<file path="src/rtl/grant_arbiter.sv">
// Round-robin grant arbiter with a per-grant hold timer and revoke handshake.
// Owner index doubles as the round-robin pointer; outputs decode from state.
module grant_arbiter #(
  parameter int N_REQ         = 4,
  parameter int GRANT_TIMEOUT = 16
) (
  input  logic                     i_ck,
  input  logic                     i_arst,
  input  logic [N_REQ-1:0]         i_req,
  output logic [N_REQ-1:0]         o_gnt,
  output logic [N_REQ-1:0]         o_revoke,
  output logic [$clog2(N_REQ)-1:0] o_grantId,
  output logic                     o_busy,
  output logic [7:0]               o_revokeCount
);

  localparam int W = $clog2(N_REQ);
  localparam logic [7:0] TMAX = 8'(GRANT_TIMEOUT - 1);

  typedef enum logic [1:0] {
    IDLE,
    GRANT,
    REVOKE,
    RELEASE
  } state_e;

  state_e         state_q, state_d;
  logic [W-1:0]   ptr_q, ptr_d;
  logic [7:0]     timer_q, timer_d;
  logic [7:0]     cnt_q, cnt_d;

  logic [W-1:0]   win;
  logic [W-1:0]   cand;
  logic           found;
  logic           own_req;
  logic [N_REQ-1:0] own_oh;

  always_ff @(posedge i_ck or posedge i_arst) begin
    if (i_arst) begin
      state_q <= IDLE;
      ptr_q   <= W'(N_REQ - 1);
      timer_q <= '0;
      cnt_q   <= '0;
    end else begin
      state_q <= state_d;
      ptr_q   <= ptr_d;
      timer_q <= timer_d;
      cnt_q   <= cnt_d;
    end
  end

  // Search starts just past the last owner and wraps.
  always_comb begin
    win   = ptr_q;
    cand  = '0;
    found = 1'b0;
    for (int k = 1; k <= N_REQ; k++) begin
      cand = W'((int'(ptr_q) + k) % N_REQ);
      if (!found && i_req[cand]) begin
        win   = cand;
        found = 1'b1;
      end
    end
  end

  assign own_req = i_req[ptr_q];

  always_comb begin
    state_d = state_q;
    ptr_d   = ptr_q;
    timer_d = timer_q;
    cnt_d   = cnt_q;
    case (state_q)
      IDLE: begin
        if (found) begin
          state_d = GRANT;
          ptr_d   = win;
          timer_d = '0;
        end
      end
      GRANT: begin
        timer_d = timer_q + 8'd1;
        if (!own_req) begin
          state_d = RELEASE;
        end else if (timer_q == TMAX) begin
          state_d = REVOKE;
          if (cnt_q != 8'hFF) cnt_d = cnt_q + 8'd1;
        end
      end
      REVOKE: begin
        if (!own_req) state_d = RELEASE;
      end
      RELEASE: state_d = IDLE;
      default: state_d = IDLE;
    endcase
  end

  always_comb begin
    own_oh        = '0;
    own_oh[ptr_q] = 1'b1;
  end

  assign o_busy        = (state_q == GRANT) || (state_q == REVOKE);
  assign o_gnt         = o_busy ? own_oh : '0;
  assign o_revoke      = (state_q == REVOKE) ? own_oh : '0;
  assign o_grantId     = o_busy ? ptr_q : '0;
  assign o_revokeCount = cnt_q;

endmodule

</file>
<file path="config.mk">
export PLATFORM = sky130hd
export DESIGN_NAME = grant_arbiter
export DESIGN_NICKNAME = d
export VERILOG_FILES = /design/src/rtl/grant_arbiter.sv
export SDC_FILE = /design/constraint.sdc
export NUM_CORES = 1
export LEC_CHECK = 0
export CAP_MARGIN = 20
export CELL_PAD_IN_SITES_DETAIL_PLACEMENT = 0
export CELL_PAD_IN_SITES_GLOBAL_PLACEMENT = 1
export CORE_AREA = 4 4 68 70
export DETAILED_ROUTE_END_ITERATION = 10
export DIE_AREA = 0 0 72 74
export PLACE_DENSITY = 0.82
export SYNTH_ARGS = -nofsm -noshare
export SYNTH_HDL_FRONTEND = slang
export SYNTH_SLANG_ARGS = --single-unit
export TNS_END_PERCENT = 20
</file>
<file path="constraint.sdc">
create_clock -name i_ck -period 2.4 [get_ports i_ck]
set_input_delay 0.24 -clock i_ck [delete_from_list [all_inputs] [get_ports i_ck]]
set_output_delay 0.24 -clock i_ck [all_outputs]
set_load 0.02 [all_outputs]
</file>
==> out/metrics.json, run 1 <==
{
  "run_status": "completed",
  "dieWidth_um": 72,
  "dp_worst_setup_slack_ps": -56.55,
  "synth_seq_cells": 20,
  "arrival_ps": 2500,
  "fin_crit_ps": 2363,
  "critical_path_depth": 6,
  "first_iter_violations": 47,
  "place.gp.congestion": 0.7432,
  "power.share.clock": 0.158,
  "avgRoutedWirePerCell_um": 14.17,
  "start_util": 0.3491,
  "fin_ws_ps": 36.74,
  "crit_path_max_incr_delay_ps": 600,
  "maxCapViolCount": 0,
  "cts-root-to-sink-buffers": 2,
  "synth_top_cell_area_share": 0.3249,
  "drive_above_1_share": 0.1646,
  "wl_mm": 3.032,
  "worstHoldPathType": "input port to asynchronous set/reset pin",
  "clock_skew_ps": 2.293,
  "timing.critical_path.fanout_max": 9,
  "fin_crit_sh": 0.9847,
  "ys_seq_area_frac": 0.3628,
  "synth-async-reset-ratio": 1.000,
  "clk_pin_slew_worst_paths_ps": 80,
  "synth_edf_count": 0,
  "startpoint": "ptr_q[0]",
  "synth_cell_type_count": 40,
  "hold_viol": 0,
  "initial_antenna_violation_count": 0,
  "worstSetupStartpointType": "register",
  "n_antenna_cell": 0,
  "path_class": "register to register",
  "timing.critical_path.cells": "inv_4, ha_4, mux4_2, or3_4, or2_4, a221o_1",
  "grtUsageTotal": 0.1202,
  "fin_worst_hold_slack_ps": 426.8,
  "syn_area_per_cell_um2": 10.58,
  "synth_top_cells_by_area": "dfrtp_1 (32%), ha_1 (9.0%), mux4_2 (6.5%)",
  "slowest_stage": "dfstp_2",
  "vdd_drop_max_uv": 647.9,
  "r2r_slack_ps": 40,
  "power.density_mw_per_mm2": 1163,
  "power_spent_charging_and_discharging_nets_w": 0.0008128,
  "clockRootBuffer": "clkbuf_8",
  "fmax_mhz": 423.1,
  "place.detailed.hpwl_mm": 2.281,
  "design.core.area_mm2": 0.003971,
  "clock-sinks": 20,
  "worstPathRequired_ps": 2540,
  "reg2regPathDepth": 6,
  "layout-area-overhead-vs-synth_pct": 32.94,
  "combinationalPowerShare": 0.622,
  "final.fill_count": 362,
  "cts-hold-fix-buffers": 0,
  "die_y_um": 74,
  "setup-violations-final": 0,
  "htree_levels": 1,
  "reg2reg_to": "timer_q[6]",
  "route.vias.total": 1130,
  "endpoint": "timer_q[6]",
  "maximum_number_of_pins_on_one_net_before_global_route_repair": 21,
  "final_standard_cell_utilization_of_the_core": 0.4641,
  "syn_inst": 131,
  "internal_power_w": 0.001331,
  "post_cts_repair_setup_buffers": 0,
  "post_synth_top_flop": "dfrtp_1",
  "yosysWarnings": 0,
  "via_count_of_the_first_global_routing_pass": 1089,
  "wire_length_of_the_first_global_routing_pass_mm": 5.092,
  "mappedNetlistArea_mm2": 0.001386,
  "static-leakage-power_nw": 0.8470,
  "clock_tree_from_tritoncts": "done",
  "numPortBuffers": 24,
  "flop_pwr_share": 0.219,
  "most-common-layout-cells": "clkdlybuf4s50_1 (24), dfrtp_1 (18), and2_1 (11)",
  "tightest_slew_ps": 792.4,
  "nets": 181,
  "drt_drc_violations_left": 0,
  "pin_count": 25,
  "critPathCaptureType": "register",
  "ff_to_ff_start": "ptr_q[0]",
  "worst_path_dominant_cell_family": "simple AND/OR/NAND/NOR gates",
  "relSlewSlack": 0.4711,
  "grt_overflow_total": 0,
  "fp-row-count": 23,
  "swShare": 0.3792,
  "length_of_the_first_detailed_routing_pass_in_iterations": 6,
  "timing.critical_path.buf_inv": 1,
  "syn-num-nets": 147,
  "final_common_cell": "clkdlybuf4s50_1",
  "cts_made_buffers": 3,
  "grt_setup_unrepaired": "true",
  "die_area_mm2": 0.005328,
  "slew_viol_final": 0,
  "clkLatencyLatePin_ps": 260,
  "vias_per_cell": 5.280,
  "netlist.top_cell.by_area": "dfrtp_1",
  "ant_nets": 0
}
[final cells by class]
class,instances,area (µm²),share of cell area
clock buffers,3,41.29,0.02240
well taps,50,62.56,0.03394
clock inverters,1,30.03,0.01629
flip-flops and latches,20,503.0,0.2729
inverters,6,25.02,0.01358
multi-input cells,101,860.8,0.4671
repair buffers,33,320.3,0.1738
[worst min-delay path by stage]
stage	startpoint	end	cells after the start
finish	i_arst	timer_q[5]	2
global route	i_arst	timer_q[5]	2
CTS	i_arst	timer_q[5]	2
detailed placement	o_revokeCount[6]	o_revokeCount[6]	1
global placement	o_revokeCount[5]	o_revokeCount[5]	1
floorplan	i_arst	o_revokeCount[0]	1
[what timing repair did]
action	CTS	global route
gates resized for setup	1	3
pin swaps	0	1
cloned	0	0
endpoints found under the setup margin	7	9
[power by group through the flow]
stage	combinational, W	clock (W)	sequential [W]
after detailed placement	0.00128	0	0.000477
after global routing	0.00145	0.000364	0.000482
after floorplan	0.000818	0	0.000467
final	0.00133	0.000339	0.000470
after CTS	0.00129	0.000348	0.000472
after global placement	0.00124	0	0.000474
[cells in the mapped netlist, drive strengths merged, types with 3 or more instances]
master  number
nor4         3
xor2         7
mux4         4
nor2b        3
nor2         3
and3         7
and2        11
nor3b        6
ha          10
nand2        6
nand3        5
o21ai        3
a221o        6
inv          6
dfrtp       18
[flip-flops by register name, summed over array words and instances (netlist names)]
name / count
state_q: 2
o_revokeCount: 8
ptr_q: 2
timer_q: 8
[cells by family after synthesis]
group | count (synthesis) | synth area share
XOR/XNOR | 8 | 0.05054
flip-flops | 20 | 0.3628
AND/OR/NAND/NOR | 57 | 0.2527
AO/OA/AOI/OAI | 18 | 0.1101
adder cells (fa/ha/maj) | 10 | 0.09025
buffers and inverters | 10 | 0.03791
multiplexers | 8 | 0.09567
[per-layer routing]
layer / part of all wire / track usage
met1: 0.42 / 0.1415
met2: 0.54 / 0.2255
met3: 0.035 / 0.01351
met4: 0.013 / 0.04384
met5: 0 / 0
[per-stage QoR]
| stage | total power, W | cells | area (µm²) | setup TNS (ps) |
|---|---|---|---|---|
| 2_1_floorplan | 0.001285 | 131 | 1401 | -418.9 |
| 3_3_place_gp | 0.001713 | 210 | 1754 | 0 |
| 3_5_place_dp | 0.001760 | 210 | 1754 | -268.5 |
| 4_1_cts | 0.002112 | 214 | 1828 | -10.94 |
| 5_1_grt | 0.002300 | 214 | 1843 | -4.421 |
| 6_report | 0.002143 | 214 | 1843 | 0 |
Power figures use the tool's default switching activity.
==> run 2: changes to the inputs <==
--- a/config.mk
+++ b/config.mk
@@ -5,13 +5,15 @@
 export SDC_FILE = /design/constraint.sdc
 export NUM_CORES = 1
 export LEC_CHECK = 0
+export ABC_AREA = 1
 export CAP_MARGIN = 20
 export CELL_PAD_IN_SITES_DETAIL_PLACEMENT = 0
 export CELL_PAD_IN_SITES_GLOBAL_PLACEMENT = 1
-export CORE_AREA = 4 4 68 70
+export CORE_AREA = 4 4 74 76
 export DETAILED_ROUTE_END_ITERATION = 10
-export DIE_AREA = 0 0 72 74
-export PLACE_DENSITY = 0.82
+export DIE_AREA = 0 0 78 80
+export HOLD_SLACK_MARGIN = 0.02
+export PLACE_DENSITY = 0.84
 export SYNTH_ARGS = -nofsm -noshare
 export SYNTH_HDL_FRONTEND = slang
 export SYNTH_SLANG_ARGS = --single-unit
==> run 2 against run 1 <==
  * Core utilization is 4.3 points lower
  * Fmax is 8.6% higher
  * Clock skew is 1.1 ps lower
  * Register-to-register slack better by 340 ps
  * Final cell count is 51% higher
==> out/metrics.json, run 2 <==
{
  "synth_seq_cells": 20,
  "synth_top_cell_area_share": 0.2780,
  "synth_edf_count": 0,
  "relSlewSlack": 0.4631,
  "crit_path_max_incr_delay_ps": 590,
  "timing.critical_path.fanout_max": 8,
  "fp-row-count": 25,
  "clock-sinks": 20,
  "endpoint": "o_gnt[2]",
  "cts-root-to-sink-buffers": 2,
  "vias_per_cell": 4.358,
  "yosysWarnings": 0,
  "maxCapViolCount": 0,
  "timing.critical_path.cells": "inv_1, ha_1, nand2_1, inv_1, clkdlybuf4s50_1",
  "htree_levels": 1,
  "fmax_mhz": 459.7,
  "reg2regPathDepth": 10,
  "critical_path.most_common_cell": "inv_1",
  "timing.critical_path.buf_inv": 3,
  "ys_seq_area_frac": 0.3104,
  "post-synth-top-count-cell": "nand2_1",
  "length_of_the_first_detailed_routing_pass_in_iterations": 4,
  "dieWidth_um": 78,
  "post_synth_top_flop": "dfrtp_1",
  "design.core.area_mm2": 0.004723,
  "final_common_cell": "nand2_1",
  "dp_cells": 320,
  "ant_nets": 0,
  "worstHoldPathType": "input port to asynchronous set/reset pin",
  "n_antenna_cell": 0,
  "arrival_ps": 1940,
  "grtUsageTotal": 0.1205,
  "fin_ws_ps": 224.4,
  "syn_inst": 232,
  "clockRootBuffer": "clkbuf_8",
  "most-common-layout-cells": "nand2_1 (90), inv_1 (29), clkdlybuf4s50_1 (24)",
  "static-leakage-power_nw": 1.061,
  "avgRoutedWirePerCell_um": 10.40,
  "layout-area-overhead-vs-synth_pct": 22.78,
  "postCtsResizedCells": 0,
  "first_iter_violations": 53,
  "run_status": "completed",
  "place.detailed.hpwl_mm": 2.612,
  "pin_count": 25,
  "clock_tree_from_tritoncts": "done",
  "reg2reg_to": "timer_q[0]",
  "via_count_of_the_first_global_routing_pass": 1314,
  "synth-async-reset-ratio": 1.000,
  "cts_made_buffers": 3,
  "mappedNetlistArea_mm2": 0.001620,
  "worst_path_dominant_cell_family": "buffers and inverters",
  "fin_crit_ps": 2176,
  "hold_viol": 0,
  "synth_cell_type_count": 30,
  "vdd_drop_max_uv": 568.6,
  "maximum_number_of_pins_on_one_net_before_global_route_repair": 21,
  "grt_use_met1": 0.1686,
  "cts-hold-fix-buffers": 0,
  "dp_worst_setup_slack_ps": 383.8,
  "worstPathRequired_ps": 2160,
  "start_util": 0.3430,
  "grt_overflow_total": 0,
  "clk_pin_slew_worst_paths_ps": 80,
  "power.density_mw_per_mm2": 1103,
  "worstSetupStartpointType": "register",
  "met3_usage": 0.01806,
  "drive_above_1_share": 0.1167,
  "wire_length_of_the_first_global_routing_pass_mm": 6.147,
  "critical_path_depth": 5,
  "fin_setup_tns_ps": 0,
  "die_y_um": 80,
  "synth.cells.most_frequent": "nand2_1 (90), inv_1 (29), nand3_1 (22)",
  "r2r_slack_ps": 380,
  "startpoint": "state_q[0]",
  "die_area_mm2": 0.006240,
  "slew_viol_final": 0,
  "setup-violations-final": 0,
  "critPathCaptureType": "primary output",
  "fin_crit_sh": 0.9065,
  "clock_skew_ps": 1.197,
  "slowest_stage": "clkdlybuf4s50_1",
  "fin_cells": 324,
  "post_cts_repair_setup_buffers": 0,
  "syn_area_per_cell_um2": 6.984,
  "place.gp.congestion": 0.8601,
  "clkLatencyLatePin_ps": 260,
  "post-layout-total-power_w": 0.002195,
  "route.vias.total": 1412,
  "gr-max-usage-layer": "met2",
  "nets": 274,
  "synth_top_cells_by_area": "dfrtp_1 (28%), nand2_1 (21%), ha_1 (7.7%)",
  "initial_antenna_violation_count": 0,
  "use_met2": 0.1909,
  "ff_to_ff_start": "ptr_q[0]",
  "grt_setup_unrepaired": "false",
  "syn-num-nets": 248,
  "drt_drc_violations_left": 0,
  "path_class": "register to primary output",
  "numPortBuffers": 24,
  "tightest_slew_ps": 804.5,
  "wl_mm": 3.370,
  "netlist.top_cell.by_area": "dfrtp_1"
}
-- run 2: changes by cell type after synthesis, sizes merged, moves of 5 or more --
| cell | previous run | this run |
|---|---|---|
| nor2 | 3 | 15 |
| nand2 | 6 | 101 |
| and2 | 11 | 0 |
| and3 | 7 | 0 |
| inv | 6 | 31 |
| nand3 | 5 | 27 |
| a221o | 6 | 0 |
| xor2 | 7 | 2 |
-- run 2: how the worst min path moves through the flow --
stage / startpoint / end / slack (ps) / cells past startpoint
floorplan: i_arst / o_revokeCount[0] / 200 / 1
global placement: timer_q[1] / timer_q[1] / 490 / 2
detailed placement: timer_q[1] / timer_q[1] / 490 / 2
CTS: i_arst / state_q[1] / 470 / 2
global route: i_arst / o_revokeCount[1] / 520 / 2
finish: i_arst / o_revokeCount[1] / 420 / 2
-- run 2: worst register-to-register path, stage by stage (launching register included) --
cell,delay (ps)
dfstp_2,660
inv_6,80
ha_1,370
inv_1,110
nand3_2,100
nand2_4,110
nand2_2,70
nor2_2,90
nand2_2,150
nand3_1,120
nand2_1,60
-- run 2: power breakdown --
part | switching, W | internal, W
Combinational | 0.000847 | 0.000508
Clock | 0.000126 | 0.000223
Sequential | 0.0000845 | 0.000406
Total | 0.00106 | 0.00114
-- run 2: area by class of cell --
class,instances,area [µm²]
tap,67,83.83
fill,503,2734
inverter,31,121.4
timing repair buffer,24,240.2
clock inverter,1,30.03
clock buffer,3,41.29
multi-input combinational,178,969.7
sequential,20,503.0
-- run 2: metal layers --
metal	part of all wire	wire length (µm)
met1	0.50	1689
met2	0.47	1597
met3	0.015	51
met4	0.0095	32
met5	0	0
-- run 2: logic make-up after synthesis --
kind of cell | count (synthesis) | share of synthesized area
AOI/OAI and AO/OA | 9 | 0.03861
xor gates and xnor gates | 7 | 0.04247
adders and majority gates | 10 | 0.07722
buffers and inverters | 34 | 0.09111
DFF | 20 | 0.3104
and+or+nand+nor | 152 | 0.4402
-- run 2: through the flow --
| stage | cell area, µm² | utilization | hold slack, ps |
|---|---|---|---|
| after floorplan | 1620 | - | 202.3 |
| after global placement | 1918 | 0.4061 | 488.4 |
| after detailed placement | 1918 | 0.4061 | 494.2 |
| after CTS | 1989 | 0.4212 | 470.8 |
| after global routing | 1989 | 0.4212 | 520.3 |
| final | 1989 | 0.4212 | 422.7 |
==> run 3: changes to the inputs <==
==> constraint.sdc (replaced) <==
create_clock -name i_ck -period 2.4 [get_ports i_ck]
set_input_delay 0.24 -clock i_ck [delete_from_list [all_inputs] [get_ports i_ck]]
set_output_delay 0.24 -clock i_ck [all_outputs]
set_load 0.005 [all_outputs]
==> results of run 3 <==
Same layout as run 2 (identical final DEF). Status: completed.
Main changes from that run: setup slack after layout 224.4 ps -> 327.5 ps; total power 0.002195 W -> 0.002091 W; worst IR drop on VDD 568.6 µV -> 568.4 µV
